<file path="config.mk">
export PLATFORM = sky130hd
export DESIGN_NAME = maxpool_stream
export DESIGN_NICKNAME = d
export VERILOG_FILES = /design/src/rtl/maxpool_stream.sv
export SDC_FILE = /design/constraint.sdc
export NUM_CORES = 1
export LEC_CHECK = 0
export ABC_CLOCK_PERIOD_IN_PS = 3500
export BUFFER_PORTS_ARGS = -buffer_cell sky130_fd_sc_hd__clkbuf_2
export CAP_MARGIN = 20
export CORE_AREA = 4 4 104 106
export CTS_CLUSTER_DIAMETER = 100
export DETAILED_ROUTE_END_ITERATION = 8
export DIE_AREA = 0 0 108 110
export HOLD_SLACK_MARGIN = 0.1
export PLACE_DENSITY = 0.8
export SKIP_CTS_REPAIR_TIMING = 1
export SLEW_MARGIN = 20
export SYNTH_ARGS = -nofsm -noshare
export SYNTH_HDL_FRONTEND = slang
export SYNTH_SLANG_ARGS = --single-unit
export TNS_END_PERCENT = 10
</file>
<file path="constraint.sdc">
create_clock -name CLK -period 3.5 [get_ports CLK]
set_input_delay 0.35 -clock CLK [delete_from_list [all_inputs] [get_ports CLK]]
set_output_delay 0.35 -clock CLK [all_outputs]
set_load 0.03 [all_outputs]
</file>
<file path="src/rtl/maxpool_stream.sv">
// Streaming max-pool: per-beat lane comparator tree feeding a window accumulator.
// Define MAXPOOL_ARGMAX_EN to build {beat, lane} index tracking; otherwise RESULT_IDX is 0.
module maxpool_stream #(
  parameter int DW     = 16,
  parameter int N      = 4,
  parameter int BEATW  = 4,
  parameter int SIGNED = 0
) (
  input  logic                            CLK,
  input  logic                            rst_n,
  input  logic                            in_valid,
  output logic                            in_ready,
  input  logic                            in_last,
  input  logic [DW*N-1:0]                 PATCH,
  output logic                            out_valid,
  input  logic                            out_ready,
  output logic [DW-1:0]                   RESULT,
  output logic [BEATW+$clog2(N)-1:0]      RESULT_IDX
);

  localparam int L  = $clog2(N);
  localparam int IW = BEATW + L;

  logic en;

  // Tree stage inputs: index 0 is the incoming beat, index s is register stage s.
  logic [DW-1:0] src_val  [0:L-1][0:N-1];
  logic          src_last [0:L-1];
  logic          src_vld  [0:L-1];

  logic [DW-1:0] val_d  [1:L][0:N-1];
  logic [DW-1:0] val_q  [1:L][0:N-1];
  logic          last_d [1:L];
  logic          last_q [1:L];
  logic          vld_d  [1:L];
  logic          vld_q  [1:L];

  logic [DW-1:0] acc_val_d, acc_val_q;
  logic          acc_full_d, acc_full_q;
  logic [DW-1:0] res_val_d, res_val_q;
  logic          out_valid_d, out_valid_q;
  logic          take;
  logic [DW-1:0] merged_val;

`ifdef MAXPOOL_ARGMAX_EN
  logic [L-1:0]     src_lane [0:L-1][0:N-1];
  logic [BEATW-1:0] src_beat [0:L-1];
  logic [L-1:0]     lane_d   [1:L][0:N-1];
  logic [L-1:0]     lane_q   [1:L][0:N-1];
  logic [BEATW-1:0] beat_d   [1:L];
  logic [BEATW-1:0] beat_q   [1:L];
  logic [BEATW-1:0] beat_cnt_d, beat_cnt_q;
  logic [IW-1:0]    acc_idx_d, acc_idx_q;
  logic [IW-1:0]    res_idx_d, res_idx_q;
  logic [IW-1:0]    merged_idx;
`endif

  function automatic logic gt(input logic [DW-1:0] a, input logic [DW-1:0] b);
    if (SIGNED != 0) return $signed(a) > $signed(b);
    return a > b;
  endfunction

  assign en        = !out_valid_q || out_ready;
  assign in_ready  = en;
  assign out_valid = out_valid_q;
  assign RESULT    = res_val_q;
`ifdef MAXPOOL_ARGMAX_EN
  assign RESULT_IDX = res_idx_q;
`else
  assign RESULT_IDX = '0;
`endif

  always_comb begin
    for (int k = 0; k < N; k++) begin
      src_val[0][k] = PATCH[DW*k +: DW];
`ifdef MAXPOOL_ARGMAX_EN
      src_lane[0][k] = L'(k);
`endif
    end
    src_last[0] = in_last;
    src_vld[0]  = in_valid;
`ifdef MAXPOOL_ARGMAX_EN
    src_beat[0] = beat_cnt_q;
`endif
    for (int s = 1; s < L; s++) begin
      for (int k = 0; k < N; k++) begin
        src_val[s][k] = val_q[s][k];
`ifdef MAXPOOL_ARGMAX_EN
        src_lane[s][k] = lane_q[s][k];
`endif
      end
      src_last[s] = last_q[s];
      src_vld[s]  = vld_q[s];
`ifdef MAXPOOL_ARGMAX_EN
      src_beat[s] = beat_q[s];
`endif
    end
  end

  // Right operand wins only when strictly greater, so ties keep the lower lane.
  always_comb begin
    for (int s = 1; s <= L; s++) begin
      for (int j = 0; j < N; j++) begin
        val_d[s][j] = '0;
`ifdef MAXPOOL_ARGMAX_EN
        lane_d[s][j] = '0;
`endif
      end
      for (int j = 0; j < (N >> s); j++) begin
        if (gt(src_val[s-1][2*j+1], src_val[s-1][2*j])) begin
          val_d[s][j] = src_val[s-1][2*j+1];
`ifdef MAXPOOL_ARGMAX_EN
          lane_d[s][j] = src_lane[s-1][2*j+1];
`endif
        end else begin
          val_d[s][j] = src_val[s-1][2*j];
`ifdef MAXPOOL_ARGMAX_EN
          lane_d[s][j] = src_lane[s-1][2*j];
`endif
        end
      end
      last_d[s] = src_last[s-1];
      vld_d[s]  = src_vld[s-1];
`ifdef MAXPOOL_ARGMAX_EN
      beat_d[s] = src_beat[s-1];
`endif
    end
  end

`ifdef MAXPOOL_ARGMAX_EN
  always_comb begin
    beat_cnt_d = beat_cnt_q;
    if (in_valid && en) begin
      if (in_last)
        beat_cnt_d = '0;
      else if (beat_cnt_q != {BEATW{1'b1}})
        beat_cnt_d = beat_cnt_q + 1'b1;
    end
  end
`endif

  always_comb begin
    take        = !acc_full_q || gt(val_q[L][0], acc_val_q);
    merged_val  = take ? val_q[L][0] : acc_val_q;
    acc_val_d   = acc_val_q;
    acc_full_d  = acc_full_q;
    res_val_d   = res_val_q;
    out_valid_d = out_valid_q;
`ifdef MAXPOOL_ARGMAX_EN
    merged_idx  = take ? {beat_q[L], lane_q[L][0]} : acc_idx_q;
    acc_idx_d   = acc_idx_q;
    res_idx_d   = res_idx_q;
`endif
    if (en) begin
      out_valid_d = 1'b0;
      if (vld_q[L]) begin
        if (last_q[L]) begin
          res_val_d   = merged_val;
          out_valid_d = 1'b1;
          acc_full_d  = 1'b0;
          acc_val_d   = '0;
`ifdef MAXPOOL_ARGMAX_EN
          res_idx_d   = merged_idx;
          acc_idx_d   = '0;
`endif
        end else begin
          acc_val_d  = merged_val;
          acc_full_d = 1'b1;
`ifdef MAXPOOL_ARGMAX_EN
          acc_idx_d  = merged_idx;
`endif
        end
      end
    end
  end

  always_ff @(posedge CLK or negedge rst_n) begin
    if (!rst_n) begin
      val_q       <= '{default: '0};
      last_q      <= '{default: '0};
      vld_q       <= '{default: '0};
      acc_val_q   <= '0;
      acc_full_q  <= 1'b0;
      res_val_q   <= '0;
      out_valid_q <= 1'b0;
`ifdef MAXPOOL_ARGMAX_EN
      lane_q      <= '{default: '0};
      beat_q      <= '{default: '0};
      beat_cnt_q  <= '0;
      acc_idx_q   <= '0;
      res_idx_q   <= '0;
`endif
    end else begin
      if (en) begin
        val_q  <= val_d;
        last_q <= last_d;
        vld_q  <= vld_d;
`ifdef MAXPOOL_ARGMAX_EN
        lane_q <= lane_d;
        beat_q <= beat_d;
`endif
      end
      acc_val_q   <= acc_val_d;
      acc_full_q  <= acc_full_d;
      res_val_q   <= res_val_d;
      out_valid_q <= out_valid_d;
`ifdef MAXPOOL_ARGMAX_EN
      beat_cnt_q  <= beat_cnt_d;
      acc_idx_q   <= acc_idx_d;
      res_idx_q   <= res_idx_d;
`endif
    end
  end

endmodule

</file>
Word-level counts from Yosys, hierarchy flattened
Index checks and enable logic that the tools add are counted.
{"block": "totals", "regBits": 86, "in_bits": 69, "output_inout_bits": 24, "wordCells": 29}
{"block": "classes", "n_lt_le_gt_ge": 4, "n_mux": 8, "reduce_logical": 6}
{"op": "$mux W16", "count": 5}
{"op": "$gt A16 B16 Y1", "count": 4}
{"op": "$mux W1", "count": 3}
{"op": "$reduce_and A3 Y1", "count": 1}
{"op": "$logic_not A1 Y1", "count": 2}
{"op": "$logic_or A1 B1 Y1", "count": 2}
{"op": "$reduce_and A2 Y1", "count": 1}

Depth between registers and ports, before layout
{"block": "depth", "word_depth": 4, "ltp_mapped": 10}

Worst setup path before layout
OpenSTA, ideal clock, no wires.
{"block": "synth_path", "path_kind": "register -> register", "startpoint": "reg val_q[63] (netlist name)", "endpoint": "reg acc_val_q[10]", "setup_time_ps": 66, "t_arrival_ps": 2621, "t_required_ps": 3434, "setup_slack_ps": 813, "path_stages_with_launch": 10, "period_less_slack_ps": 2687, "path_cell_list": "dfrtp_1 ha_1 nand4_2 or4_4 a21oi_2 and4b_1 buf_6 a2111oi_4 buf_6 a22o_1"}
{"block": "synth_via", "elab_chain_cells": 4}
{"element": "from (decl)", "line": "32", "source": "logic [DW-1:0] val_q [1:L][0:N-1];"}
{"element": "from (signal assigned)", "line": "195", "source": "val_q <= val_d;"}
{"element": "$gt A16 B16 Y1", "line": "60", "source": "return a > b;"}
{"element": "$logic_or A1 B1 Y1", "line": "143", "source": "take = !acc_full_q || gt(val_q[L][0], acc_val_q);"}
{"element": "$mux W16", "line": "144", "source": "merged_val = take ? val_q[L][0] : acc_val_q;"}
{"element": "$mux W16", "line": "157", "source": "if (last_q[L]) begin"}
{"element": "to (signal assigned)", "line": "203", "source": "acc_val_q <= acc_val_d;"}
{"element": "to (decl)", "line": "38", "source": "logic [DW-1:0] acc_val_d, acc_val_q;"}
Every way passes these cells.
A chain may end at the register's enable or synchronous reset.

Final worst setup path
{"block": "layout_path", "startpoint": "reg val_q[61] (netlist name)", "endpoint": "reg acc_val_q[15]"}
The elaborated chain is that of the path after synthesis.

==> metrics.cfg <==
[run_status]
status = finished, final reports clean

[critical_path]
start_kind = flop
worst-endpoint-arrival_ns = 3.03
crit_type = reg -> reg
worstPathRequired_ns = 3.80
rr_startpoint = val_q[61]
rrSetupSlack_ns = 0.76
crit_start = val_q[61]
critPathMaxFanout = 8
end_kind = flop

[finish]
area_growth_pct = 14.3
diodes = 0
nets = 803
drive_gt1_share_pct = 25.5
fillers = 809

[synthesis]
synth.top_cell.area_share_pct = 38.6
synthCells = 588
synth_area_um2 = 5580
async_flop_share_pct = 100
synth_seq_cells = 86
yosysTopAreaCell = dfrtp_1
synth_compound_area_share_pct = 22.3
synth_mux_area_share_pct = 0
avgSynthCellArea_um2 = 9.48
synth_ff_type = dfrtp_1
synth_warnings = 0
yosys.area_share.adder_pct = 14.4
synth-xor-area-share_pct = 0
synth_cell_types = 38
synth-edff-count = 0
synthSimpleGateAreaFrac_pct = 17.1
synth_top_family_by_area = compound AO/OA/AOI/OAI gates
synth.area.top_cells = dfrtp_1 (39%), ha_1 (14%), o221a_2 (9.7%)
seq_area_frac_synth_pct = 38.6

[floorplanning]
die_area_um2 = 11900
die_w_um = 108
io_pins = 93
die-height_um = 110
initial_core_util_pct = 57.1
core-area_um2 = 9770
rows = 36

[detailed_routing]
first_pass_iters = 5
finalWirelength_mm = 14.3
ant_nets = 0
avgRoutedWirePerCell_um = 17.8
avgViaCountPerCell = 6.07
drc = 0
drt-initial-drc-count = 327
num_vias = 4903

[sta]
rsz0062_at_grt = false
finalClockSkew_ns = 0.00860
fin_crit_sh_pct = 78.3
worstMarginPinSlew_ns = 0.764
fmax_ghz = 0.365
maxSlewViolCount = 0
period_needed_ns = 2.74
setup_viol = 0
fin_ws_ns = 0.761
max_slew_margin_pct = 49.1
final.setup.tns_ns = 0
hold_violations = 0

[place]
gp_congestion = 0.902
io_buffers = 86
dp_worst_setup_slack_ns = 0.702
place_hpwl_mm = 10.6

[clock_tree]
clock_path_buffers = 2
cts-htree-levels = 3
clk_pin_slew_ns = 0.09
cts_sinks = 86
cts_root_buffer = clkbuf_8
numCtsBuffers = 9
cts_tree = yes
clk_latency_ns = 0.36

[power]
p_per_area_nw_per_um2 = 820
p_leak_nw = 3.02
peakVddDrop_mv = 0.411

[global_routing]
antenna_found_initial = 0
grt_max_degree = 87
grt_pass1_vias = 4860
grt_pass1_wl_mm = 23.7
grt_usage_pct = 25.1
grt_overflow = 0

[min_path]
hold_class = in -> async

[job]
drv_cap = 0

[cells by family (layout without fill, tap and decap cells)]
logic type,Yosys count,in the layout
buffers and inverters,102,184
AO/OA/AOI/OAI,150,150
adder cells (fa/ha/maj),64,64
other,1,6
flip-flops,86,86
AND/OR/NAND/NOR,185,185
[power breakdown]
| part | switching, mW | internal [mW] | leakage, nW | total, mW |
|---|---|---|---|---|
| Clock | 0.366 | 0.368 | 0.0976 | 0.734 |
| Combinational | 1.57 | 1.12 | 1.91 | 2.69 |
| Sequential | 0.395 | 1.40 | 1.01 | 1.80 |
| Total | 2.33 | 2.89 | 3.02 | 5.22 |
[through the flow]
stage                     cells  hold slack, ns  total power, mW  util [%]  cell area (um2)
after floorplan             593          0.0544             3.67         -             5600
after global routing        808           0.106             5.61      65.2             6370
final                       808          0.0351             5.22      65.2             6370
after CTS                   808           0.196             5.20      65.1             6370
after detailed placement    792           0.466             4.46      63.0             6160
after global placement      792           0.451             4.36      63.0             6160
[metal layers]
metal  global-route usage [%]  part of all wire (%)  up-vias
met5                        0                     0        -
met4                     10.8                   2.9        0
met1                     33.0                    43     2343
met3                     2.45                   6.7       28
li1                         -                     -     2316
met2                     42.5                    47      216
[final timing paths]
| check | cells after the start | to |
|---|---|---|
| setup / recovery | 8 | acc_val_q[15] |
| hold / removal | 1 | RESULT[13] |
| setup reg to reg | 8 | acc_val_q[15] |
| hold reg to reg | 2 | last_d[0] |
| max in group asynchronous | 1 | src_val[62] |
| min in group CLK | 3 | src_vld[0] |
[layout by cell type, fill, tap and decap left out, types with 3 or more instances in the layout]
| master | count |
|---|---|
| dfrtp_1 | 86 |
| clkbuf_2 | 85 |
| inv_1 | 67 |
| ha_1 | 64 |
| nor3_1 | 55 |
| o221a_2 | 48 |
| nand2_1 | 45 |
| a21oi_1 | 43 |
| nand2b_1 | 31 |
| nor2_1 | 18 |
| a22o_1 | 16 |
| a311oi_1 | 15 |
| buf_4 | 14 |
| nand4_1 | 12 |
| clkbuf_8 | 11 |
| o21ai_0 | 6 |
| a21o_1 | 6 |
| conb_1 | 6 |
| nor2b_1 | 5 |
| o211ai_1 | 4 |
| a21boi_0 | 4 |
| nand3_1 | 4 |
| nor4_1 | 3 |
| o21a_1 | 3 |
| or4_1 | 3 |
| and4_1 | 3 |
| clkinvlp_4 | 3 |
[synthesized netlist by cell type, drive strengths merged (3+ instances only)]
cell and n:
dfrtp 86, inv 67, ha 64, nor3 55, o221a 48, nand2 45, a21oi 44, nand2b 31
clkbuf 25, nor2 18, a22o 16, a311oi 15, nand4 13, buf 10, a21o 6, nor2b 6
o21ai 6, a21boi 4, nand3 4, o211ai 4, or4 4, and4 3, nor4 3, o21a 3
[worst max-delay path: stages (launching register included)]
cell	delay, ns
dfrtp_1	0.46
ha_1	0.35
nand4_2	0.13
or4_4	0.59
a21oi_2	0.14
and4b_1	0.24
a2111oi_4	0.38
buf_4	0.23
a22o_1	0.17
[registers in the layout (all words and copies together), names as in the netlist]
register    cells
out_valid       1
src_val        32
val_q          16
last_d          1
acc_val_q      16
acc_full_q      1
vld_q           1
src_vld         1
RESULT         16
last_q          1
[cell type report]
class / instances / area (um2) / share of cell area [%]
Tap cell: 133 / 166 / 2.61
Timing Repair Buffer: 101 / 562 / 8.81
Inverter: 67 / 251 / 3.95
Multi-Input combinational cell: 405 / 3030 / 47.6
Clock inverter: 5 / 57.6 / 0.903
Sequential cell: 86 / 2150 / 33.8
Clock buffer: 11 / 151 / 2.37
(Power assumes the default switching activity.)
